File: config.mk
export PLATFORM = sky130hd
export DESIGN_NAME = multicycle_control
export DESIGN_NICKNAME = d
export VERILOG_FILES = /design/src/rtl/multicycle_control_pkg.sv /design/src/rtl/multicycle_control_decode.sv /design/src/rtl/multicycle_control.sv
export SDC_FILE = /design/constraint.sdc
export NUM_CORES = 1
export LEC_CHECK = 0
export CELL_PAD_IN_SITES_DETAIL_PLACEMENT = 0
export CELL_PAD_IN_SITES_GLOBAL_PLACEMENT = 1
export CORE_MARGIN = 4
export CORE_UTILIZATION = 32
export DETAILED_ROUTE_END_ITERATION = 8
export GPL_ROUTABILITY_DRIVEN = 0
export MAX_ROUTING_LAYER = met4
export PLACE_DENSITY_LB_ADDON = 0.1
export SYNTH_ARGS = -nofsm -noshare
export SYNTH_HDL_FRONTEND = slang
export SYNTH_HIERARCHICAL = 1
export SYNTH_SLANG_ARGS = --single-unit
File: constraint.sdc
create_clock -name clock -period 2.1 [get_ports clock]
set_input_delay 0.63 -clock clock [delete_from_list [all_inputs] [get_ports clock]]
set_output_delay 0.63 -clock clock [all_outputs]
set_load 0.02 [all_outputs]
File: src/rtl/multicycle_control_pkg.sv
// Shared definitions for the multicycle MIPS control FSM: state encodings,
// opcode constants, datapath select codes and the packed control word.
package multicycle_control_pkg;

    localparam int unsigned STATE_W  = 4;
    localparam int unsigned OPCODE_W = 6;

    typedef enum logic [STATE_W-1:0] {
        ST_FETCH  = 4'd0,
        ST_DECODE = 4'd1,
        ST_MEMADR = 4'd2,
        ST_MEMRD  = 4'd3,
        ST_MEMWB  = 4'd4,
        ST_MEMWR  = 4'd5,
        ST_EXEC   = 4'd6,
        ST_ALUWB  = 4'd7,
        ST_BRANCH = 4'd8,
        ST_JUMP   = 4'd9,
        ST_ADDIEX = 4'd10,
        ST_ADDIWB = 4'd11
    } state_t;

    localparam logic [OPCODE_W-1:0] OP_R    = 6'h00;
    localparam logic [OPCODE_W-1:0] OP_J    = 6'h02;
    localparam logic [OPCODE_W-1:0] OP_BEQ  = 6'h04;
    localparam logic [OPCODE_W-1:0] OP_ADDI = 6'h08;
    localparam logic [OPCODE_W-1:0] OP_LW   = 6'h23;
    localparam logic [OPCODE_W-1:0] OP_SW   = 6'h2B;

    localparam logic [1:0] ALU_ADD   = 2'b00;
    localparam logic [1:0] ALU_SUB   = 2'b01;
    localparam logic [1:0] ALU_FUNCT = 2'b10;

    localparam logic [1:0] SRCB_RT     = 2'b00;
    localparam logic [1:0] SRCB_FOUR   = 2'b01;
    localparam logic [1:0] SRCB_IMM    = 2'b10;
    localparam logic [1:0] SRCB_IMMSH2 = 2'b11;

    localparam logic [1:0] PCSRC_ALU    = 2'b00;
    localparam logic [1:0] PCSRC_ALUOUT = 2'b01;
    localparam logic [1:0] PCSRC_JUMP   = 2'b10;

    typedef struct packed {
        logic       pc_write;
        logic       pc_write_cond;
        logic       i_or_d;
        logic       mem_read;
        logic       mem_write;
        logic       mem_to_reg;
        logic       ir_write;
        logic [1:0] pc_source;
        logic [1:0] alu_op;
        logic       alu_src_a;
        logic [1:0] alu_src_b;
        logic       reg_write;
        logic       reg_dst;
    } ctrl_t;

endpackage

File: src/rtl/multicycle_control_decode.sv
// Combinational state -> control-word decoder for the multicycle control FSM.
// ADDI_EN adds decoding of the ADDI execute/writeback states.
module multicycle_control_decode
    import multicycle_control_pkg::*;
(
    input  state_t state,
    input  logic   mem_ready,
    output ctrl_t  ctrl
);

    always_comb begin
        ctrl = '0;
        case (state)
            ST_FETCH: begin
                ctrl.mem_read  = 1'b1;
                ctrl.i_or_d    = 1'b0;
                ctrl.alu_src_a = 1'b0;
                ctrl.alu_src_b = SRCB_FOUR;
                ctrl.alu_op    = ALU_ADD;
                ctrl.pc_source = PCSRC_ALU;
                // PC increment and IR load commit only on the cycle the fetch completes
                ctrl.pc_write  = mem_ready;
                ctrl.ir_write  = mem_ready;
            end
            ST_DECODE: begin
                ctrl.alu_src_a = 1'b0;
                ctrl.alu_src_b = SRCB_IMMSH2;
                ctrl.alu_op    = ALU_ADD;
            end
            ST_MEMADR: begin
                ctrl.alu_src_a = 1'b1;
                ctrl.alu_src_b = SRCB_IMM;
                ctrl.alu_op    = ALU_ADD;
            end
            ST_MEMRD: begin
                ctrl.mem_read = 1'b1;
                ctrl.i_or_d   = 1'b1;
            end
            ST_MEMWB: begin
                ctrl.reg_write  = 1'b1;
                ctrl.mem_to_reg = 1'b1;
                ctrl.reg_dst    = 1'b0;
            end
            ST_MEMWR: begin
                ctrl.mem_write = 1'b1;
                ctrl.i_or_d    = 1'b1;
            end
            ST_EXEC: begin
                ctrl.alu_src_a = 1'b1;
                ctrl.alu_src_b = SRCB_RT;
                ctrl.alu_op    = ALU_FUNCT;
            end
            ST_ALUWB: begin
                ctrl.reg_write  = 1'b1;
                ctrl.reg_dst    = 1'b1;
                ctrl.mem_to_reg = 1'b0;
            end
            ST_BRANCH: begin
                ctrl.alu_src_a     = 1'b1;
                ctrl.alu_src_b     = SRCB_RT;
                ctrl.alu_op        = ALU_SUB;
                ctrl.pc_write_cond = 1'b1;
                ctrl.pc_source     = PCSRC_ALUOUT;
            end
            ST_JUMP: begin
                ctrl.pc_write  = 1'b1;
                ctrl.pc_source = PCSRC_JUMP;
            end
`ifdef ADDI_EN
            ST_ADDIEX: begin
                ctrl.alu_src_a = 1'b1;
                ctrl.alu_src_b = SRCB_IMM;
                ctrl.alu_op    = ALU_ADD;
            end
            ST_ADDIWB: begin
                ctrl.reg_write  = 1'b1;
                ctrl.reg_dst    = 1'b0;
                ctrl.mem_to_reg = 1'b0;
            end
`endif
            default: ctrl = '0;
        endcase
    end

endmodule

File: src/rtl/multicycle_control.sv
// Main control FSM of the multicycle MIPS datapath with memory stalls and a
// retired-instruction counter. Define ADDI_EN to build the ADDI states.
module multicycle_control
    import multicycle_control_pkg::*;
#(
    parameter int unsigned CNT_W = 32
) (
    input  logic             clock,
    input  logic             reset,
    input  logic [5:0]       opcode,
    input  logic             mem_ready,
    output logic             pc_write,
    output logic             pc_write_cond,
    output logic             i_or_d,
    output logic             mem_read,
    output logic             mem_write,
    output logic             mem_to_reg,
    output logic             ir_write,
    output logic [1:0]       pc_source,
    output logic [1:0]       alu_op,
    output logic             alu_src_a,
    output logic [1:0]       alu_src_b,
    output logic             reg_write,
    output logic             reg_dst,
    output logic             illegal_op,
    output logic [CNT_W-1:0] instr_count
);

    state_t state;
    state_t state_next;
    logic   is_store;
    logic   is_store_next;
    logic   illegal_c;
    logic   retire_c;
    ctrl_t  ctrl_c;
    ctrl_t  ctrl;

    // State register; the load/store choice is captured while the opcode is decoded
    always_ff @(posedge clock or negedge reset) begin
        if (!reset) begin
            state    <= ST_FETCH;
            is_store <= 1'b0;
        end else begin
            state    <= state_next;
            is_store <= is_store_next;
        end
    end

    always_comb begin
        state_next    = ST_FETCH;
        is_store_next = is_store;
        illegal_c     = 1'b0;
        retire_c      = 1'b0;
        case (state)
            ST_FETCH:  state_next = mem_ready ? ST_DECODE : ST_FETCH;
            ST_DECODE: begin
                is_store_next = (opcode == OP_SW);
                case (opcode)
                    OP_LW, OP_SW: state_next = ST_MEMADR;
                    OP_R:         state_next = ST_EXEC;
                    OP_BEQ:       state_next = ST_BRANCH;
                    OP_J:         state_next = ST_JUMP;
`ifdef ADDI_EN
                    OP_ADDI:      state_next = ST_ADDIEX;
`endif
                    default: begin
                        state_next = ST_FETCH;
                        illegal_c  = 1'b1;
                    end
                endcase
            end
            ST_MEMADR: state_next = is_store ? ST_MEMWR : ST_MEMRD;
            ST_MEMRD:  state_next = mem_ready ? ST_MEMWB : ST_MEMRD;
            ST_MEMWB: begin
                state_next = ST_FETCH;
                retire_c   = 1'b1;
            end
            ST_MEMWR: begin
                state_next = mem_ready ? ST_FETCH : ST_MEMWR;
                retire_c   = mem_ready;
            end
            ST_EXEC:   state_next = ST_ALUWB;
            ST_ALUWB, ST_BRANCH, ST_JUMP: begin
                state_next = ST_FETCH;
                retire_c   = 1'b1;
            end
`ifdef ADDI_EN
            ST_ADDIEX: state_next = ST_ADDIWB;
            ST_ADDIWB: begin
                state_next = ST_FETCH;
                retire_c   = 1'b1;
            end
`endif
            default:   state_next = ST_FETCH;
        endcase
    end

    // Retired-instruction counter, wraps modulo 2^CNT_W
    always_ff @(posedge clock or negedge reset) begin
        if (!reset) begin
            instr_count <= '0;
        end else if (retire_c) begin
            instr_count <= instr_count + CNT_W'(1);
        end
    end

    multicycle_control_decode u_decode (
        .state     (state),
        .mem_ready (mem_ready),
        .ctrl      (ctrl_c)
    );

    // Every control output is held low while reset is asserted
    assign ctrl          = reset ? ctrl_c : '0;
    assign illegal_op    = reset & illegal_c;

    assign pc_write      = ctrl.pc_write;
    assign pc_write_cond = ctrl.pc_write_cond;
    assign i_or_d        = ctrl.i_or_d;
    assign mem_read      = ctrl.mem_read;
    assign mem_write     = ctrl.mem_write;
    assign mem_to_reg    = ctrl.mem_to_reg;
    assign ir_write      = ctrl.ir_write;
    assign pc_source     = ctrl.pc_source;
    assign alu_op        = ctrl.alu_op;
    assign alu_src_a     = ctrl.alu_src_a;
    assign alu_src_b     = ctrl.alu_src_b;
    assign reg_write     = ctrl.reg_write;
    assign reg_dst       = ctrl.reg_dst;

endmodule
==> results of run 1 <==
==> flip-flops by register name, summed over array words and instances (netlist names) <==
name / flops
is_store: 1
state: 4
instr_count: 32
==> placed cells by master, fill, tap and decap left out, drive strengths merged, types with 8 or more instances in the layout <==
cell	count
buf	71
nand3	14
inv	8
xor2	20
nor3	17
nor2	23
nand2	20
clkbuf	8
and2	18
xnor2	14
dfrtp	37
clkdlybuf4s50	31
==> worst max-delay path by stage <==
stage	from	end	slack [ps]	cells past startpoint
3_3_place_gp	opcode[0]	illegal_op	-1040	5
6_report	opcode[5]	illegal_op	-290	5
4_1_cts	opcode[5]	illegal_op	-310	5
3_5_place_dp	opcode[0]	illegal_op	-1050	5
5_1_grt	opcode[5]	illegal_op	-310	5
2_1_floorplan	opcode[0]	illegal_op	-80	3
==> per-stage QoR <==
step	utilization	setup TNS, ps
6_report	0.582	-1010
5_1_grt	0.582	-2370
4_1_cts	0.529	-1370
3_5_place_dp	0.466	-16460
3_3_place_gp	0.466	-16120
2_1_floorplan	-	-82.2
==> worst reg2reg max path, cell delays in order (launching register included) <==
cell	delay, ps
dfrtp_1	390
buf_6	150
buf_6	120
buf_6	100
or3b_4	370
o41ai_4	60
buf_4	210
nand4_4	160
buf_6	190
nor3_4	110
xnor2_1	140
==> timing repair <==
action                                  4_1_cts  5_1_grt
setup buffers                                12        8
hold buffers                                  0        0
hold endpoints to repair                      0        0
gates resized for setup                     149       67
pin swaps                                    24       38
endpoints found under the setup margin       42       42
gates cloned                                  1        1
==> cell families (layout without fill, tap and decap cells) <==
| family | Yosys count | in the layout | synth area share |
|---|---|---|---|
| AND/OR/NAND/NOR | 123 | 123 | 0.316 |
| flip-flops | 37 | 37 | 0.439 |
| XOR/XNOR | 34 | 34 | 0.141 |
| buffers and inverters | 17 | 124 | 0.0397 |
| AO/OA/AOI/OAI | 15 | 15 | 0.0534 |
| adder cells (fa/ha/maj) | 1 | 1 | 0.00593 |
| multiplexers | 1 | 1 | 0.00533 |
==> metal layers <==
metal | wire (um) | up-vias | track usage | part of all wire
met2 | 2570 | 43 | 0.219 | 0.47
li1 | - | 982 | - | -
met5 | 0 | - | - | 0
met3 | 250 | 6 | 0.0304 | 0.045
met1 | 2610 | 975 | 0.199 | 0.48
met4 | 67 | 0 | 0.0514 | 0.012
==> power breakdown <==
| group | internal [mW] | total [mW] | switching [mW] | leakage [nW] |
|---|---|---|---|---|
| registers | 0.762 | 0.810 | 0.0473 | 0.487 |
| clock network | 0.387 | 0.628 | 0.241 | 0.0585 |
| logic | 0.654 | 1.21 | 0.552 | 1.17 |
| total | 1.80 | 2.64 | 0.840 | 1.72 |
==> final cells by class <==
cell class	count	area (sq um)
fillers	574	2670
clock inverters	1	30.0
clock buffers	7	86.3
flip-flops and latches	37	927
repair buffers	108	1110
multi-input cells	174	1440
inverters	8	30.0
well taps	77	96.3
==> results.md, run 1 <==
* CTS tree: yes
* Violated checks: negative setup slack
* Clk_skew at between 6 and 7 ps
* Critical path cell sequence: buf_6 > or3_4 > or3_4 > and4_4 > buf_6
* Num CTS Buffers at 5
* Hold_ws at approximately 470 ps
* CTS clk-pin slew, worst paths at 70 ps
* Initial Util at 0.331
* HP Start: instr_count[31]
* Placed cell area at 2970 sq um
* Vias at approximately 2000
* Worst r2r src: state[1]
* PD cells at 712 nW/um^2
* Async set-reset flop share out of synthesis at 1.00
* Hold endpoint: instr_count[31]
* NumNets Final at around 340
* Area share of the leading cell type in the synthesized netlist at 0.439
* Post-synthesis cell type count at 36
* FF-to-FF path depth at 10
* Total wire length at 5500 um
* Num ports at 58
* DRT iter0 DRCs at 42
* Max Freq at 418 MHz
* Crit Path Class: input port to primary output
* Final WS setup at -292 ps
* Seq cells post-synth at 37
* Routed Antenna Nets at 0
* Top cells by area, synth: dfrtp_1 44%, xor2_1 8.3%, xnor2_1 5.8%
* Die height at 89.2 um
* Crit path max-delay family: simple AND/OR/NAND/NOR gates
* Slew margin rel. at 0.692
* CP max-delay cell: or3_4
* Rows at 29
* Synthesized Nets at 238
* Yosys warnings at 6
* Worst reg2reg path endpoint: instr_count[27]
* Worst Tran Pin Value at 463 ps
* Worst Path Buf+Inv at 2
* Final instance area at 3710 sq um
* Pin count of the biggest net entering global routing at 38
* Worst Hold Depth at 1
* DP HPWL at approximately 3700 um
* H-tree lvl count at 2
* Crit path arrival time at about 1800 ps
* Worst skew pair latency at 290 ps
* Dpl ws at -1050 ps
* Fin crit period at ~2400 ps
* Synth Flop Type: dfrtp_1
* Mapped Cells at 228
* Average vias per placed instance at 4.87
* Drt wl/cell at 13.4 um
* Worst VDD drop at 0.468 mV
* Number of global-route vias before repair at about 1900
* Share of post-route cells with drive strength above 1 at 0.415
* Design Power at 2.64 mW
* Syn-to-layout area delta at 75.9%
* Slowest Stage Delay on Critical Path at around 380 ps
* Most frequent cell after synthesis: dfrtp_1
* Worst min path class: register to register
* Setup violators final at 12
* Critical Path RT at 1470 ps
* Final period util at 1.14
* # DRC at 0
* Sequential area share after synthesis at 0.439
* CP Max Fanout at 3
* RSZ-0062 raised after global routing: true
* Final hold vios at 0
* Initial antenna violation count at 0
* Gr ovfl total at 0
* Synth top cells by count: 37 x dfrtp_1, 23 x nor2_1, 20 x nand2_1, 20 x xor2_1, 18 x and2_1
* First-pass GRT wire length at 8760 um
* # diodes at 0
* Status: finished, violations left
* Clock Sinks at 37
* Die ar. at 7960 sq um
* Core footprint at 6390 sq um
* Die span in x at 89.2 um
* Finished Layout Cells at 412
* Number of flops mapped to enable cells by yosys at 0
* Critical path capture point type: primary output
* Max-cap check violation count at 0
* Cell Area, Synth at 2110 sq um
* Startpoint Class: input port
* Inst Count DP at 385
* Synthesized area per cell at approximately 9.3 sq um
* CTS max path bufs at 2
* Drt pass-1 iters at 4
* Largest area contributor in the netlist: dfrtp_1
* Final slew viol count at 0
* Root Driver: clkbuf_8
* Total GRT Usage at 0.147
* Port Buffers at 57
* Internal reg-to-reg setup slack at 30 ps
* Leakage power at 1.72 nW
(Power assumes the default switching activity.)
==> run 2, diff against run 1 <==
--- a/config.mk
+++ b/config.mk
@@ -9,6 +9,7 @@
 export CELL_PAD_IN_SITES_GLOBAL_PLACEMENT = 1
 export CORE_MARGIN = 4
 export CORE_UTILIZATION = 32
+export CTS_CLUSTER_SIZE = 24
 export DETAILED_ROUTE_END_ITERATION = 8
 export GPL_ROUTABILITY_DRIVEN = 0
 export MAX_ROUTING_LAYER = met4
==> results of run 2 <==
The final DEF is identical to that of run 1; final timing and power are the same.
==> run 3, diff against run 2 <==
--- a/config.mk
+++ b/config.mk
@@ -5,6 +5,7 @@
 export SDC_FILE = /design/constraint.sdc
 export NUM_CORES = 1
 export LEC_CHECK = 0
+export CAP_MARGIN = 15
 export CELL_PAD_IN_SITES_DETAIL_PLACEMENT = 0
 export CELL_PAD_IN_SITES_GLOBAL_PLACEMENT = 1
 export CORE_MARGIN = 4
==> results of run 3 <==
The final DEF is identical to that of run 1; final timing and power are the same.
==> variant 1, RTL diff (config.mk and constraints of run 3) <==
The option `ADDI_EN` is turned on by a define.
--- a/src/rtl/multicycle_control_decode.sv
+++ b/src/rtl/multicycle_control_decode.sv
@@ -2,2 +2,4 @@
 // ADDI_EN adds decoding of the ADDI execute/writeback states.
+`define ADDI_EN
+
 module multicycle_control_decode
Function: changed (Yosys sat finds a counterexample within 4 cycles, from zero or initial values and one cycle with reset low).
==> variant 1 against run 3 <==
- synthesized area up 9.3%
- die area rose by 8.5%
- worst setup slack worse by 0.12 ns
- first-iteration DRC count is 120% higher
- design area is 14% higher
- highest routed layer unchanged
- sequential share of layout area shrank 3.1 points
- largest power group unchanged
- synthesized cell count grew 9.6%
- wire length increased by 23%
- the flow still finishes with violations (negative setup slack)
- power up 4.1%
- sequential cell count did not move
- critical path type unchanged
- maximum frequency decreased by 4.9%
==> variant 1: results (changes against run 3) <==
Parameter                              Value

Synth
  Count of distinct cell types in the synthesized netlist ... 42 (+17%)
  Multiplexer share of the synthesized area ... 0.4338% (-0.10 points)
  Synth top area cells ... dfrtp_1, xor2_1, and2_1
  Commonest cells in the netlist ... dfrtp_1, xor2_1, nand2_1, and2_1, nor4_1
  Average footprint of a synthesized cell ... 9.229 µm² (-0.31%)
  Netlist area before placement ... 2307 µm² (+9.3%)
  Sequential area share after synthesis ... 40.13% (-3.7 points)
  Adder-cell share of the synthesized area ... 0.5423% (-0.050 points)
  Compound-cell area share of the yosys netlist ... 5.857% (+0.52 points)

Power
  Largest vdd supply drop ... 0.5235 mV (+12%)
  Pleak ... 1.731 nW (+0.83%)

Layout
  Filler Cell Count ... 612 (+6.6%)
  N_diodes ... 0 (unchanged)
  Fraction of area in clock buffers and inverters ... 1.952% (-1.2 points)
  Final net count ... 380 (+10%)
  Multi-input gate share of the layout cell area ... 41.63% (+3.0 points)
  Post-layout utilization of the core ... 61.27% (+3.1 points)
  Multi-input combinational cell count ... 193 (+11%)
  Non-clock inverter total of the final layout ... 3 (-5)
  Number of clock buffer instances in the layout ... 6 (-1)
  Layout cell share with drive strength beyond 1 ... 43.94% (+2.4 points)
  Signal buffers ... 130 (+20%)
  Non-clock buffer contribution to total cell area ... 31.40% (+1.6 points)

Timing
  Post-route setup slack ... -0.4142 ns (-0.1221 ns)
  Worst Clk Skew ... 0.005610 ns (-0.001153 ns)
  Worst-Margin Slew ... 0.5894 ns (+0.1268 ns)
  Total Neg Setup Slack ... -4.441 ns (-3.428 ns)
  Final setup violation count ... 37 (+25)
  Min Hold Slack ... 0.2919 ns (-0.1794 ns)

Worst setup path
  Launching element of the worst setup path ... opcode[4]
  Worst stage delay on the critical path ... 0.53 ns (+0.15 ns)
  Highest-delay cell along the critical path ... or4_4
  Maximum fanout along the worst path ... 2 (-1)
  Launch point of the worst reg-to-reg path ... state[2]
  Reg-to-reg slack, setup ... -0.20 ns (-0.23 ns)
  Endpoint arrival time on the critical path ... 1.88 ns (+0.12 ns)
  R2R Path End ... instr_count[5]

Worst hold path
  Class of the most critical hold timing path ... in2async

Detailed routing
  Vias post-DR ... 2295 (+14%)
  Routed Wire Length ... 6.774 mm (+23%)
  Routed length per instance ... 14.51 µm (+8.6%)
  First-iteration detailed-routing DRC count ... 91 (+120%)

Placement
  Number of placed instances with taps included ... 425 (+10%)
  Placed wire-length estimate after detailed placement ... 4.247 mm (+14%)
  Post-placement cell area ... 3209 µm² (+7.9%)
  Worst-case setup slack after placement ... -1.166 ns (-0.1143 ns)

GRT
  Global router's overall resource usage ... 16.58% (+1.9 points)
  Pin count of the biggest net entering global routing ... 33 (-13%)
  First-pass GRT wire length ... 11.27 mm (+29%)

Outcome
  Violated checks ... negative setup slack
  Result of the run ... complete, but fails checks
==> variant 1: changes by cell type after synthesis, moves of 5 or more <==
cell	run 3	this run
and4_1	1	6
nand4_1	4	9
nor4_1	5	17
inv_1	8	3
nor3_1	17	12
nor2_1	23	10
==> variant 1: metal layers <==
layer / global-route usage [%] / vias up / routed length [µm]
li1: - / 1133 / -
met1: 22.70 / 1114 / 3228
met2: 25.25 / 42 / 3258
met3: 3.087 / 6 / 222
met4: 4.396 / 0 / 65
met5: - / - / 0
==> variant 1: repair_timing <==
| item | in CTS | in global routing |
|---|---|---|
| setup buffers | 22 | 15 |
| gates resized for setup | 200 | 47 |
| pin swaps | 70 | 34 |
| cloned | 3 | 0 |
| hold buffers | 0 | 0 |
| setup endpoints to repair | 44 | 43 |
==> variant 1: power breakdown <==
group	leakage [nW]	internal (mW)	total, mW	switching (mW)
registers	0.399	0.764	0.834	0.0706
logic	1.29	0.768	1.42	0.651
clock network	0.0450	0.231	0.499	0.269
==> variant 2, RTL diff (flow settings as in run 3) <==
Without the edit above. Re-encode `state_t` (12 states) as one-hot, 12 bits wide.
--- a/src/rtl/multicycle_control_pkg.sv
+++ b/src/rtl/multicycle_control_pkg.sv
@@ -7,15 +7,15 @@
 
-    typedef enum logic [STATE_W-1:0] {
-        ST_FETCH  = 4'd0,
-        ST_DECODE = 4'd1,
-        ST_MEMADR = 4'd2,
-        ST_MEMRD  = 4'd3,
-        ST_MEMWB  = 4'd4,
-        ST_MEMWR  = 4'd5,
-        ST_EXEC   = 4'd6,
-        ST_ALUWB  = 4'd7,
-        ST_BRANCH = 4'd8,
-        ST_JUMP   = 4'd9,
-        ST_ADDIEX = 4'd10,
-        ST_ADDIWB = 4'd11
+    typedef enum logic [11:0] {
+        ST_FETCH  = 12'b000000000001,
+        ST_DECODE = 12'b000000000010,
+        ST_MEMADR = 12'b000000000100,
+        ST_MEMRD  = 12'b000000001000,
+        ST_MEMWB  = 12'b000000010000,
+        ST_MEMWR  = 12'b000000100000,
+        ST_EXEC   = 12'b000001000000,
+        ST_ALUWB  = 12'b000010000000,
+        ST_BRANCH = 12'b000100000000,
+        ST_JUMP   = 12'b001000000000,
+        ST_ADDIEX = 12'b010000000000,
+        ST_ADDIWB = 12'b100000000000
     } state_t;
Formal check against the unedited RTL: no difference found for any inputs over 10 cycles, from zero or initial values and one cycle with reset low; not proved beyond that.
==> variant 2 against run 3 <==
- the flow still finishes with violations (negative setup slack)
- synthesized area up 24%
- design area up 20%
- power down 16%
- non-clock buffer count up 22
- register-to-register slack worse by 0.12 ns
- worst setup slack worse by 0.087 ns
- sequential cell count up 6
- wire length up 24%
==> variant 2: results (changes against run 3) <==
Parameter                              Value

Synth
  Netlist area before placement ... 2614 µm² (+24%)
  Xor and xnor fraction of the mapped netlist area ... 12.40% (-1.7 points)
  Average footprint of a synthesized cell ... 10.13 µm² (+9.4%)
  Commonest cells in the netlist ... dfrtp_1, xnor2_1, and2_1, nand2_1, nand3_1
  Sequential area share after synthesis ... 41.22% (-2.6 points)

Timing
  Total Neg Setup Slack ... -5.882 ns (-4.869 ns)
  Final setup violation count ... 29 (+17)
  Post-route setup slack ... -0.3796 ns (-0.08746 ns)
  Min Hold Slack ... 0.3852 ns (-0.08611 ns)
  Worst-Margin Slew ... 0.6632 ns (+0.2006 ns)

Detailed routing
  DR WL met3 ... 215 µm (-14%)
  Wire length on met2 ... 3.135 mm (+22%)
  Routed length per instance ... 13.83 µm (+3.6%)
  Routed Wire Length ... 6.832 mm (+24%)
  Met1 layer wirelength in the final routing ... 3.448 mm (+32%)
  First-iteration detailed-routing DRC count ... 94 (+120%)

Placement
  Number of placed instances with taps included ... 459 (+19%)
  Post-placement cell area ... 3643 µm² (+23%)

Worst setup path
  Reg-to-reg slack, setup ... -0.09 ns (-0.12 ns)
  Highest-delay cell along the critical path ... dfrtp_2
  Worst stage delay on the critical path ... 0.47 ns (+0.09 ns)
  Endpoint arrival time on the critical path ... 1.85 ns (+0.09 ns)

GRT
  Number of global-route vias before repair ... 2336 (+23%)
  First-pass GRT wire length ... 11.27 mm (+29%)
  Global router's overall resource usage ... 14.32% (-0.40 points)
  Global routing met1 resource utilization ... 20.75% (+0.88 points)

Power
  Power density cells ... 498.1 nW/µm² (-30%)
  Power attributed to sequential cells ... 905 µW (+12%)
  Pleak ... 1.859 nW (+8.3%)
  Cell internal pwr ... 1.507 mW (-16%)

Outcome
  Violated checks ... negative setup slack
  Result of the run ... complete, but fails checks

Layout
  Final net count ... 401 (+17%)
-- variant 2: logic make-up after synthesis --
group	count (synthesis)
and+or+nand+nor	145
DFF	43
xor gates and xnor gates	37
AOI/OAI and AO/OA	20
buffers and inverters	10
adders and majority gates	1
other	1
muxes	1
-- variant 2: cell type report --
class                           instances  area, µm²
Inverter                                1      3.754
Clock inverter                          3      23.77
Tap cell                              102      127.6
Timing Repair Buffer                  130       1212
Sequential cell                        43       1087
Fill cell                             727       3401
Clock buffer                            5      68.82
Multi-Input combinational cell        210       1923
-- variant 2: repair_timing --
action | CTS | global route
endpoints found under the setup margin | 42 | 45
pin swaps | 47 | 31
gates resized for setup | 157 | 56
setup buffers | 21 | 8
-- variant 2: path summary, 6_finish.rpt --
check                           startpoint               to  depth (start not counted)
max                               state[2]     pc_source[0]                          7
min                                  reset         state[1]                          3
max reg2reg                       state[2]  instr_count[31]                         10
min reg2reg                instr_count[10]  instr_count[10]                          1
max in group asynchronous            reset   instr_count[2]                          3
min in group clock         instr_count[10]  instr_count[10]                          1
